<file path="config.mk">
export PLATFORM = sky130hd
export DESIGN_NAME = sram_port_master
export DESIGN_NICKNAME = d
export VERILOG_FILES = /design/src/rtl/sram_port_master.sv
export SDC_FILE = /design/constraint.sdc
export NUM_CORES = 1
export LEC_CHECK = 0
export BUFFER_PORTS_ARGS = -buffer_cell sky130_fd_sc_hd__buf_2
export CORE_MARGIN = 1
export CORE_UTILIZATION = 49
export DETAILED_ROUTE_END_ITERATION = 12
export PLACE_DENSITY = 0.84
export SYNTH_ARGS = -nofsm -noshare
export SYNTH_HDL_FRONTEND = slang
export SYNTH_SLANG_ARGS = --single-unit
</file>
<file path="constraint.sdc">
create_clock -name clk0 -period 4 [get_ports clk0]
set_clock_uncertainty 0.15 [all_clocks]
set_input_delay 0.6 -clock clk0 [delete_from_list [all_inputs] [get_ports clk0]]
set_output_delay 0.6 -clock clk0 [all_outputs]
set_load 0.05 [all_outputs]
</file>
<file path="src/rtl/sram_port_master.sv">
// sram_port_master: valid/ready host initiator for a 1rw SRAM macro port.
// Optional write-verify read-back is enabled by SRAM_WR_VERIFY_EN.
module sram_port_master #(
  parameter int DATA_WIDTH = 32,
  parameter int ADDR_WIDTH = 7,
  parameter int RD_LAT     = 1
) (
  input  logic                  clk0,
  input  logic                  rstb0,
  input  logic                  req_valid,
  output logic                  req_ready,
  input  logic                  req_we,
  input  logic [ADDR_WIDTH-1:0] req_addr,
  input  logic [DATA_WIDTH-1:0] req_wdata,
  output logic                  rsp_valid,
  input  logic                  rsp_ready,
  output logic [DATA_WIDTH-1:0] rsp_rdata,
  output logic                  wr_done,
  output logic                  wr_err,
  output logic                  busy,
  output logic                  csb0,
  output logic                  web0,
  output logic [ADDR_WIDTH-1:0] addr0,
  output logic [DATA_WIDTH-1:0] din0,
  input  logic [DATA_WIDTH-1:0] dout0
);

  typedef enum logic [2:0] {
    IDLE, CMD, WAIT, RESP, VCMD, VWAIT
  } state_e;

  localparam logic [1:0] LAT_M1 = 2'(RD_LAT - 1);

  state_e                state_q, state_d;
  logic [1:0]            cnt_q, cnt_d;
  logic                  we_q, we_d;
  logic                  csb_q, csb_d;
  logic                  web_q, web_d;
  logic [ADDR_WIDTH-1:0] addr0_q, addr0_d;
  logic [DATA_WIDTH-1:0] din0_q, din0_d;
  logic                  rdy_q, rdy_d;
  logic                  rv_q, rv_d;
  logic [DATA_WIDTH-1:0] rdata_q, rdata_d;
  logic                  done_q, done_d;
  logic                  busy_q, busy_d;
`ifdef SRAM_WR_VERIFY_EN
  logic                  err_q, err_d;
`endif

  // next state and next registered outputs
  always_comb begin
    state_d = state_q;
    cnt_d   = cnt_q;
    we_d    = we_q;
    csb_d   = 1'b1;
    web_d   = 1'b1;
    addr0_d = addr0_q;
    din0_d  = din0_q;
    rdy_d   = 1'b0;
    rv_d    = rv_q;
    rdata_d = rdata_q;
    done_d  = 1'b0;
`ifdef SRAM_WR_VERIFY_EN
    err_d   = 1'b0;
`endif
    unique case (state_q)
      IDLE: begin
        if (req_valid && rdy_q) begin
          state_d = CMD;
          we_d    = req_we;
          csb_d   = 1'b0;
          web_d   = ~req_we;
          addr0_d = req_addr;
          din0_d  = req_wdata;
        end else begin
          rdy_d = 1'b1;
        end
      end
      CMD: begin
        if (we_q) begin
`ifdef SRAM_WR_VERIFY_EN
          state_d = VCMD;
          csb_d   = 1'b0;
`else
          state_d = IDLE;
          done_d  = 1'b1;
          rdy_d   = 1'b1;
`endif
        end else begin
          state_d = WAIT;
          cnt_d   = LAT_M1;
        end
      end
      WAIT: begin
        if (cnt_q == 2'd0) begin
          state_d = RESP;
          rv_d    = 1'b1;
          rdata_d = dout0;
        end else begin
          cnt_d = cnt_q - 2'd1;
        end
      end
      RESP: begin
        if (rsp_ready) begin
          state_d = IDLE;
          rv_d    = 1'b0;
          rdy_d   = 1'b1;
        end
      end
`ifdef SRAM_WR_VERIFY_EN
      VCMD: begin
        state_d = VWAIT;
        cnt_d   = LAT_M1;
      end
      VWAIT: begin
        if (cnt_q == 2'd0) begin
          state_d = IDLE;
          done_d  = 1'b1;
          err_d   = (dout0 != din0_q);
          rdy_d   = 1'b1;
        end else begin
          cnt_d = cnt_q - 2'd1;
        end
      end
`endif
      default: begin
        state_d = IDLE;
      end
    endcase
    busy_d = (state_d != IDLE);
  end

  // state and output registers
  always_ff @(posedge clk0 or negedge rstb0) begin
    if (!rstb0) begin
      state_q <= IDLE;
      cnt_q   <= 2'd0;
      we_q    <= 1'b0;
      csb_q   <= 1'b1;
      web_q   <= 1'b1;
      addr0_q <= '0;
      din0_q  <= '0;
      rdy_q   <= 1'b0;
      rv_q    <= 1'b0;
      rdata_q <= '0;
      done_q  <= 1'b0;
      busy_q  <= 1'b0;
    end else begin
      state_q <= state_d;
      cnt_q   <= cnt_d;
      we_q    <= we_d;
      csb_q   <= csb_d;
      web_q   <= web_d;
      addr0_q <= addr0_d;
      din0_q  <= din0_d;
      rdy_q   <= rdy_d;
      rv_q    <= rv_d;
      rdata_q <= rdata_d;
      done_q  <= done_d;
      busy_q  <= busy_d;
    end
  end

`ifdef SRAM_WR_VERIFY_EN
  // verify mismatch flag register
  always_ff @(posedge clk0 or negedge rstb0) begin
    if (!rstb0) begin
      err_q <= 1'b0;
    end else begin
      err_q <= err_d;
    end
  end
  assign wr_err = err_q;
`else
  assign wr_err = 1'b0;
`endif

  assign req_ready = rdy_q;
  assign rsp_valid = rv_q;
  assign rsp_rdata = rdata_q;
  assign wr_done   = done_q;
  assign busy      = busy_q;
  assign csb0      = csb_q;
  assign web0      = web_q;
  assign addr0     = addr0_q;
  assign din0      = din0_q;

endmodule

</file>
; ---- Word-level counts from Yosys, hierarchy flattened
; Index checks and enable logic that the tools add are counted.
[word_totals]
regBits = 83
inputBits = 76
out_inout_bits = 78
wordCells = 50
[classes]
addsub = 1
n_eq_ne = 7
muxes = 19
bitwise = 1
n_reduce_logical = 10
[op_table]
columns = cell, count
row1 = 3-bit case mux with 4 select lines, 1
row2 = 1-bit 2-to-1 mux, 9
row3 = 3-bit 2-to-1 mux, 3
row4 = 2-bit inequality test (second input constant), 4
row5 = 3-bit by 2-bit == test with 1-bit output (second input constant), 2
row6 = 2-bit 2-to-1 mux, 3
row7 = 3-bit AND reduction, 2
row8 = 2-bit case mux with 2 select lines, 1
row9 = 2-bit AND reduction, 2
row10 = 2-bit nonzero test, 2
row11 = 3-bit by 1-bit == test with 1-bit output (second input constant), 1
row12 = 3-bit logical NOT, 1
row13 = 1-bit case mux with 3 select lines, 1
row14 = 3-bit nonzero test, 1
row15 = 2-bit logical NOT, 1
row16 = 1-bit case mux with 2 select lines, 1
row17 = 2-bit by 1-bit subtractor with 2-bit output (second input constant), 1
row18 = 1-bit logical AND, 1
row19 = 1-bit inverter, 1

; ---- Depth between registers and ports, before layout
; Gate-level depths: netlist (run 1).
[logic_depth]
ltp_word = 4
depth_mapped = 5
ltp_nobuf = 5

; ---- Least setup slack after synthesis (run 1)
; OpenSTA, ideal clock, no wires.
[synth_timing]
path_type = register to register
start = register rdy_q, in the netlist req_ready
end = register addr0_q[6], in the netlist addr0[6]
setup_ns = 0.125
t_arrival_ns = 1.447
t_required_ns = 3.725
path_slack_ns = 2.278
path_stages_with_launch = 5
n_path_buf = 1
synth_period_minus_slack_ns = 1.722
path_cell_list = dfrtp_1 -> and3b_1 -> nand2_2 -> buf_6 -> mux2_2
[synth_between]
elab_chain_cells = 2
[synth_lines]
columns = element, line_no
row1 = "start, declared", 41  ; logic rdy_q, rdy_d;
row2 = "start signal, assigned", 156  ; rdy_q <= rdy_d;
row3 = 1-bit logical AND, 68  ; if (req_valid && rdy_q) begin
row4 = 2-bit AND reduction (no source line), n/a
row5 = "end signal, assigned", 154  ; addr0_q <= addr0_d;
row6 = "end, declared", 39  ; logic [ADDR_WIDTH-1:0] addr0_q, addr0_d;
; No other way between the ends.
; A chain may end at the register's enable or synchronous reset.

; ---- Worst setup path in the final report (run 1)
[layout_timing]
start = register state_q[0]
end = register din0_q[29], in the netlist din0[29]
[layout_between]
elab_chain_cells = 2
[layout_lines]
columns = element, line_no
row1 = "start, declared", 34  ; state_e state_q, state_d;
row2 = "start signal, assigned", 149  ; state_q <= state_d;
row3 = 3-bit logical NOT, 66  ; unique case (state_q)
row4 = 2-bit AND reduction (no source line), n/a
row5 = "end signal, assigned", 155  ; din0_q <= din0_d;
row6 = "end, declared", 40  ; logic [DATA_WIDTH-1:0] din0_q, din0_d;
; No other way between the ends.

==> impl_metrics.json, run 1 <==
{
  "grt_pass1_vias": 2246,
  "status": "completed",
  "globalplace.congestion": 0.746,
  "ios": 154,
  "avgSynthCellArea_um2": 16.3,
  "ys_ff_latch": 83,
  "start_kind": "flip-flop",
  "numCtsBuffers": 9,
  "layout.cells.non_filler": 435,
  "max_freq_mhz": 469,
  "tns_ns": 0,
  "initial_utilization_pct": 50.7,
  "critPathMaxFanout": 43,
  "clkTransAtPathRegs_ns": 0.08,
  "numPlacedInstances": 419,
  "cp.required_ns": 4.06,
  "max_stage_delay_ns": 0.71,
  "synth_mux_area_share_pct": 26.0,
  "grt_antenna_before_repair": 0,
  "num_vias": 2137,
  "crit_slowest_cell": "nand2_2",
  "netlist-cell-type-count": 25,
  "hold_buffers": 0,
  "synth_top_family_by_area": "multiplexers",
  "portBuffers": 152,
  "synth_xor_area_share_pct": 0,
  "ant_nets": 0,
  "nFillCells": 474,
  "mappedNetlistArea_um2": 3200,
  "holdWs_ns": 0.266,
  "worstSetupPathType": "flip-flop to flip-flop",
  "grt_pass1_wl_um": 10500,
  "fin_crit_ns": 2.13,
  "rsz0062_at_grt": "no",
  "crit_family": "simple AND/OR/NAND/NOR gates",
  "dieWidth_um": 82.8,
  "die_area_um2": 6860,
  "core.rowCount": 29,
  "path_cells": "and3b_1 > nand2_2 > mux2_2",
  "yosys-top-cells-area": "dfrtp_1 63%, mux2_2 26%, buf_6 2.5%, dfstp_2 1.6%, nor2b_1 0.78%",
  "wire_per_inst_um": 13.9,
  "hp-class": "primary input to asynchronous set/reset pin",
  "cp-end-kind": "flip-flop",
  "detail_route.iter0.violations": 39,
  "hpwl_um": 4440,
  "cts_buffer_depth": 2,
  "cts_tree": "built",
  "grt_overflow": 0,
  "vias_per_cell": 4.91,
  "critPathBufInv": 0,
  "ys.warnings.count": 0,
  "synth_top_area_share_pct": 63.4,
  "arrival_ns": 2.19,
  "hold_violations": 0,
  "slew_headroom_pct": 34.3,
  "clock_sinks": 83,
  "gr-usage-all-layers_pct": 19.2,
  "grt_max_degree": 84,
  "drc": 0,
  "final_core_util_pct": 66.2,
  "syn_to_final_growth_pct": 30.6,
  "ys_seq_area_share_pct": 65.0,
  "tightest_slew_ns": 0.986,
  "nets": 430,
  "synth_top_area_cell": "dfrtp_1",
  "n_antenna_cell": 0,
  "post_cts.repair.setup_buffers": 0,
  "coreArea_um2": 6310,
  "clk_latency_ns": 0.33,
  "first_pass_iters": 4,
  "finalCritPeriodShare_pct": 53.3,
  "max_cap_viol_count": 0,
  "synth_compound_area_share_pct": 1.56,
  "maxSlewViolCount": 0,
  "synth_fa_ha_area_share_pct": 0.391,
  "cts_resized": 0,
  "htree_levels": 3,
  "root_buffer": "clkbuf_8",
  "drive_gt1_share_pct": 69.3,
  "wl_um": 6060,
  "syn_inst": 196,
  "die_h_um": 82.8,
  "synth_simple_gate_area_share_pct": 3.99,
  "setup_viol": 0
}
## Yosys cell counts, drive strengths merged
cell type,instances
dfrtp,81
mux2,73
buf,8
nand2,4
nor2,4
nor2b,4
a21oi,2
dfstp,2
inv,2
nand3,2
o2bb2ai,2
a21bo,1
and3,1
and3b,1
conb,1
ha,1
mux2i,1
nand2b,1
nor3b,1
o211ai,1
o21ai,1
or2,1
or3,1
## sequential cells by signal, indices dropped and copies added (netlist names)
name	count
cnt_q	2
state_q	3
addr0	7
din0	32
csb0	1
rsp_valid	1
req_ready	1
wr_done	1
busy	1
we_q	1
rsp_rdata	32
web0	1
## worst register-to-register path, stage by stage, from the launching register on
cell     delay [ns]
dfrtp_1        0.47
and3b_1        0.24
nand2_2        0.71
mux2_2         0.45
## routing by layer
metal | vias up | routed length, µm | track usage [%]
met5 | - | 0 | 0
met4 | 0 | 60 | 7.05
met3 | 7 | 476 | 5.57
met2 | 99 | 2970 | 31.7
met1 | 1037 | 2560 | 24.2
li1 | 994 | - | -
## worst paths after layout
| check | startpoint | endpoint | slack, ns | cells past startpoint |
|---|---|---|---|---|
| hold reg to reg | din0[2] | din0[2] | 0.35 | 1 |
| setup / recovery | state_q[0] | din0[29] | 1.87 | 3 |
| setup reg to reg | state_q[0] | din0[29] | 1.87 | 3 |
| max in group asynchronous | rstb0 | state_q[1] | 2.79 | 1 |
| hold / removal | rstb0 | rsp_rdata[24] | 0.27 | 1 |
| min in group clk0 | req_we | web0 | 0.29 | 2 |
## per-stage QoR
step           setup WS, ns  cell area, µm²
2_1_floorplan          2.28            3200
3_3_place_gp           1.70            3980
3_5_place_dp           1.64            3980
4_1_cts                1.84            4180
5_1_grt                1.69            4180
6_report               1.87            4180
## cells in the final DEF (no fill, tap or decap), drive strengths merged, types with 2 or more instances in the layout
cell type	Yosys	final
a21oi	2	2
inv	2	2
dfstp	2	2
clkbuf	0	11
nor2	4	4
dfrtp	81	81
conb	1	2
nand2	4	4
clkinv	0	3
nor2b	4	4
mux2	73	73
nand3	2	2
o2bb2ai	2	2
buf	8	153
## cells by family after synthesis
family          count (synthesis)
fa+ha+maj                       1
other cells                     1
simple gates                   20
flops                          83
buf+inv                        10
compound gates                  7
mux                            74
## final cells by class
| type | instances | area, µm² | area share, % |
|---|---|---|---|
| Clock inverter | 5 | 52.6 | 1.26 |
| Tap cell | 77 | 96.3 | 2.31 |
| Multi-Input combinational cell | 104 | 1030 | 24.6 |
| Inverter | 2 | 7.51 | 0.180 |
| Timing Repair Buffer | 153 | 771 | 18.4 |
| Sequential cell | 83 | 2080 | 49.8 |
| Clock buffer | 11 | 141 | 3.38 |
Power of run 1 is not shown: default switching activity piles up to over one toggle a cycle in this logic, so the estimate is an artifact.
==> run 2: changes to the inputs <==
--- a/config.mk
+++ b/config.mk
@@ -7,9 +7,9 @@
 export LEC_CHECK = 0
 export BUFFER_PORTS_ARGS = -buffer_cell sky130_fd_sc_hd__buf_2
 export CORE_MARGIN = 1
-export CORE_UTILIZATION = 49
+export CORE_UTILIZATION = 46
 export DETAILED_ROUTE_END_ITERATION = 12
-export PLACE_DENSITY = 0.84
+export PLACE_DENSITY = 0.8
 export SYNTH_ARGS = -nofsm -noshare
 export SYNTH_HDL_FRONTEND = slang
 export SYNTH_SLANG_ARGS = --single-unit
==> constraint.sdc (replaced) <==
create_clock -name clk0 -period 2.1 [get_ports clk0]
set_clock_uncertainty 0.15 [all_clocks]
set_input_delay 0.315 -clock clk0 [delete_from_list [all_inputs] [get_ports clk0]]
set_output_delay 0.315 -clock clk0 [all_outputs]
set_load 0.05 [all_outputs]
==> impl_metrics.json, run 2 (synthesis results as in run 1) <==
{
  "htree_levels": 3,
  "power_per_cell_area_nw_per_um2": 1870,
  "r2r_end": "din0[23]",
  "final_core_util_pct": 63.6,
  "die_h_um": 85.4,
  "reg2reg_slack_ns": 0.28,
  "arrival_ns": 1.88,
  "max_freq_mhz": 551,
  "first_pass_iters": 4,
  "wl_um": 6330,
  "r2r_cells": 4,
  "hold_violations": 0,
  "numCtsBuffers": 9,
  "crit_slowest_cell": "dfrtp_1",
  "cp-startpoint": "state_q[0]",
  "worstSetupPathType": "flip-flop to flip-flop",
  "power_w": 0.00804,
  "grt_pass1_wl_um": 10500,
  "portBuffers": 152,
  "finalCritPeriodShare_pct": 86.5,
  "switchingPower_w": 0.00388,
  "endpoint": "din0[23]",
  "maxSlewViolCount": 0,
  "detail_route.iter0.violations": 44,
  "leakage_nw": 2.17,
  "die_area_um2": 7290,
  "ios": 154,
  "wl_met3_um": 425,
  "fin_crit_ns": 1.82,
  "status": "completed",
  "cp-end-kind": "flip-flop",
  "cp.required_ns": 2.17,
  "wire_per_inst_um": 14.3,
  "crit_family": "flip-flops",
  "setup_viol": 0,
  "syn_to_final_growth_pct": 34.3,
  "path_cells": "and3b_1 > nand2_2 > buf_12 > mux2_2",
  "core.rowCount": 30,
  "grt_pass1_vias": 2268,
  "ir_drop_mv": 0.847,
  "grt_antenna_before_repair": 0,
  "layout.cells.non_filler": 442,
  "final_cell_mix": "151 x buf_2, 81 x dfrtp_1, 73 x mux2_2, 9 x clkbuf_8",
  "ant_nets": 0,
  "drive_gt1_share_pct": 69.1,
  "hp-class": "primary input to flip-flop",
  "tns_ns": 0,
  "initial_utilization_pct": 47.4,
  "num_vias": 2140,
  "grt_overflow": 0,
  "vias_per_cell": 4.84,
  "start_kind": "flip-flop",
  "clkTransAtPathRegs_ns": 0.08,
  "critPathBufInv": 1,
  "switching_share_pct": 48.3,
  "rsz0062_at_grt": "no",
  "grt_max_degree": 40,
  "max_stage_delay_ns": 0.49,
  "cts_tree": "built",
  "final_common_cell": "buf_2",
  "numPlacedInstances": 425,
  "cts_buffer_depth": 2,
  "drc": 0,
  "nFillCells": 528,
  "wl_met2_um": 3250,
  "nets": 435,
  "intPower_w": 0.00416,
  "wl_met1_um": 2510,
  "seqPwrFrac_pct": 32.7,
  "coreArea_um2": 6760,
  "dieWidth_um": 85.4,
  "cp_num_cells": 4,
  "placed_area_um2": 4050,
  "root_buffer": "clkbuf_8",
  "top_layer": "met4",
  "post_cts.repair.setup_buffers": 0,
  "critPathMaxFanout": 39,
  "gr-usage-all-layers_pct": 18.8,
  "p_clk_share_pct": 16.4,
  "globalplace.congestion": 0.712,
  "r2r-start": "state_q[0]",
  "clk_latency_ns": 0.33,
  "stdcell_area_um2": 4300,
  "power_frac_comb_pct": 50.9,
  "max_cap_viol_count": 0,
  "hpwl_um": 4690,
  "n_antenna_cell": 0,
  "clock_sinks": 83
}
-- run 2: through the flow --
stage,hold slack (ns),setup WS [ns]
final,0.0545,0.284
after global routing,0.0311,0.196
after CTS,0.0327,0.293
after detailed placement,0.0749,0.317
after global placement,0.0694,0.344
after floorplan,-0.131,0.378
-- run 2: area by class of cell --
cell class	count	area, µm²	share of cell area, %
clock buffers	10	128	2.97
clock inverters	5	103	2.39
inverters	2	7.51	0.175
multi-input cells	104	1030	24.0
flip-flops and latches	83	2080	48.4
well taps	80	100	2.33
repair buffers	158	851	19.8
-- run 2: power groups by stage --
stage                     clock (W)  sequential (W)  combinational (W)
after detailed placement          0         0.00267            0.00411
final                       0.00132         0.00263            0.00409
after global placement            0         0.00263            0.00404
after CTS                   0.00135         0.00264            0.00412
after global routing        0.00143         0.00272            0.00425
after floorplan                   0         0.00505           0.000739
-- run 2: worst min-delay path by stage --
stage	depth (start not counted)	slack (ns)	end	from
floorplan	0	-0.13	addr0[0]	rstb0
global placement	1	0.07	din0[12]	rstb0
detailed placement	1	0.07	din0[12]	rstb0
CTS	2	0.03	rsp_rdata[15]	dout0[15]
global route	2	0.03	din0[0]	req_wdata[0]
finish	2	0.05	rsp_rdata[15]	dout0[15]
-- run 2: timing repair --
| item | 4_1_cts | 5_1_grt |
|---|---|---|
| resized for setup | 0 | 0 |
| hold buffers | 2 | 0 |
| endpoints found under the hold margin | 21 | 0 |
-- run 2: metal layers --
layer	global-route usage, %	vias up
li1	-	999
met1	22.0	1040
met2	31.7	86
met3	4.96	15
met4	10.2	0
met5	0	-
Power figures use the tool's default switching activity.
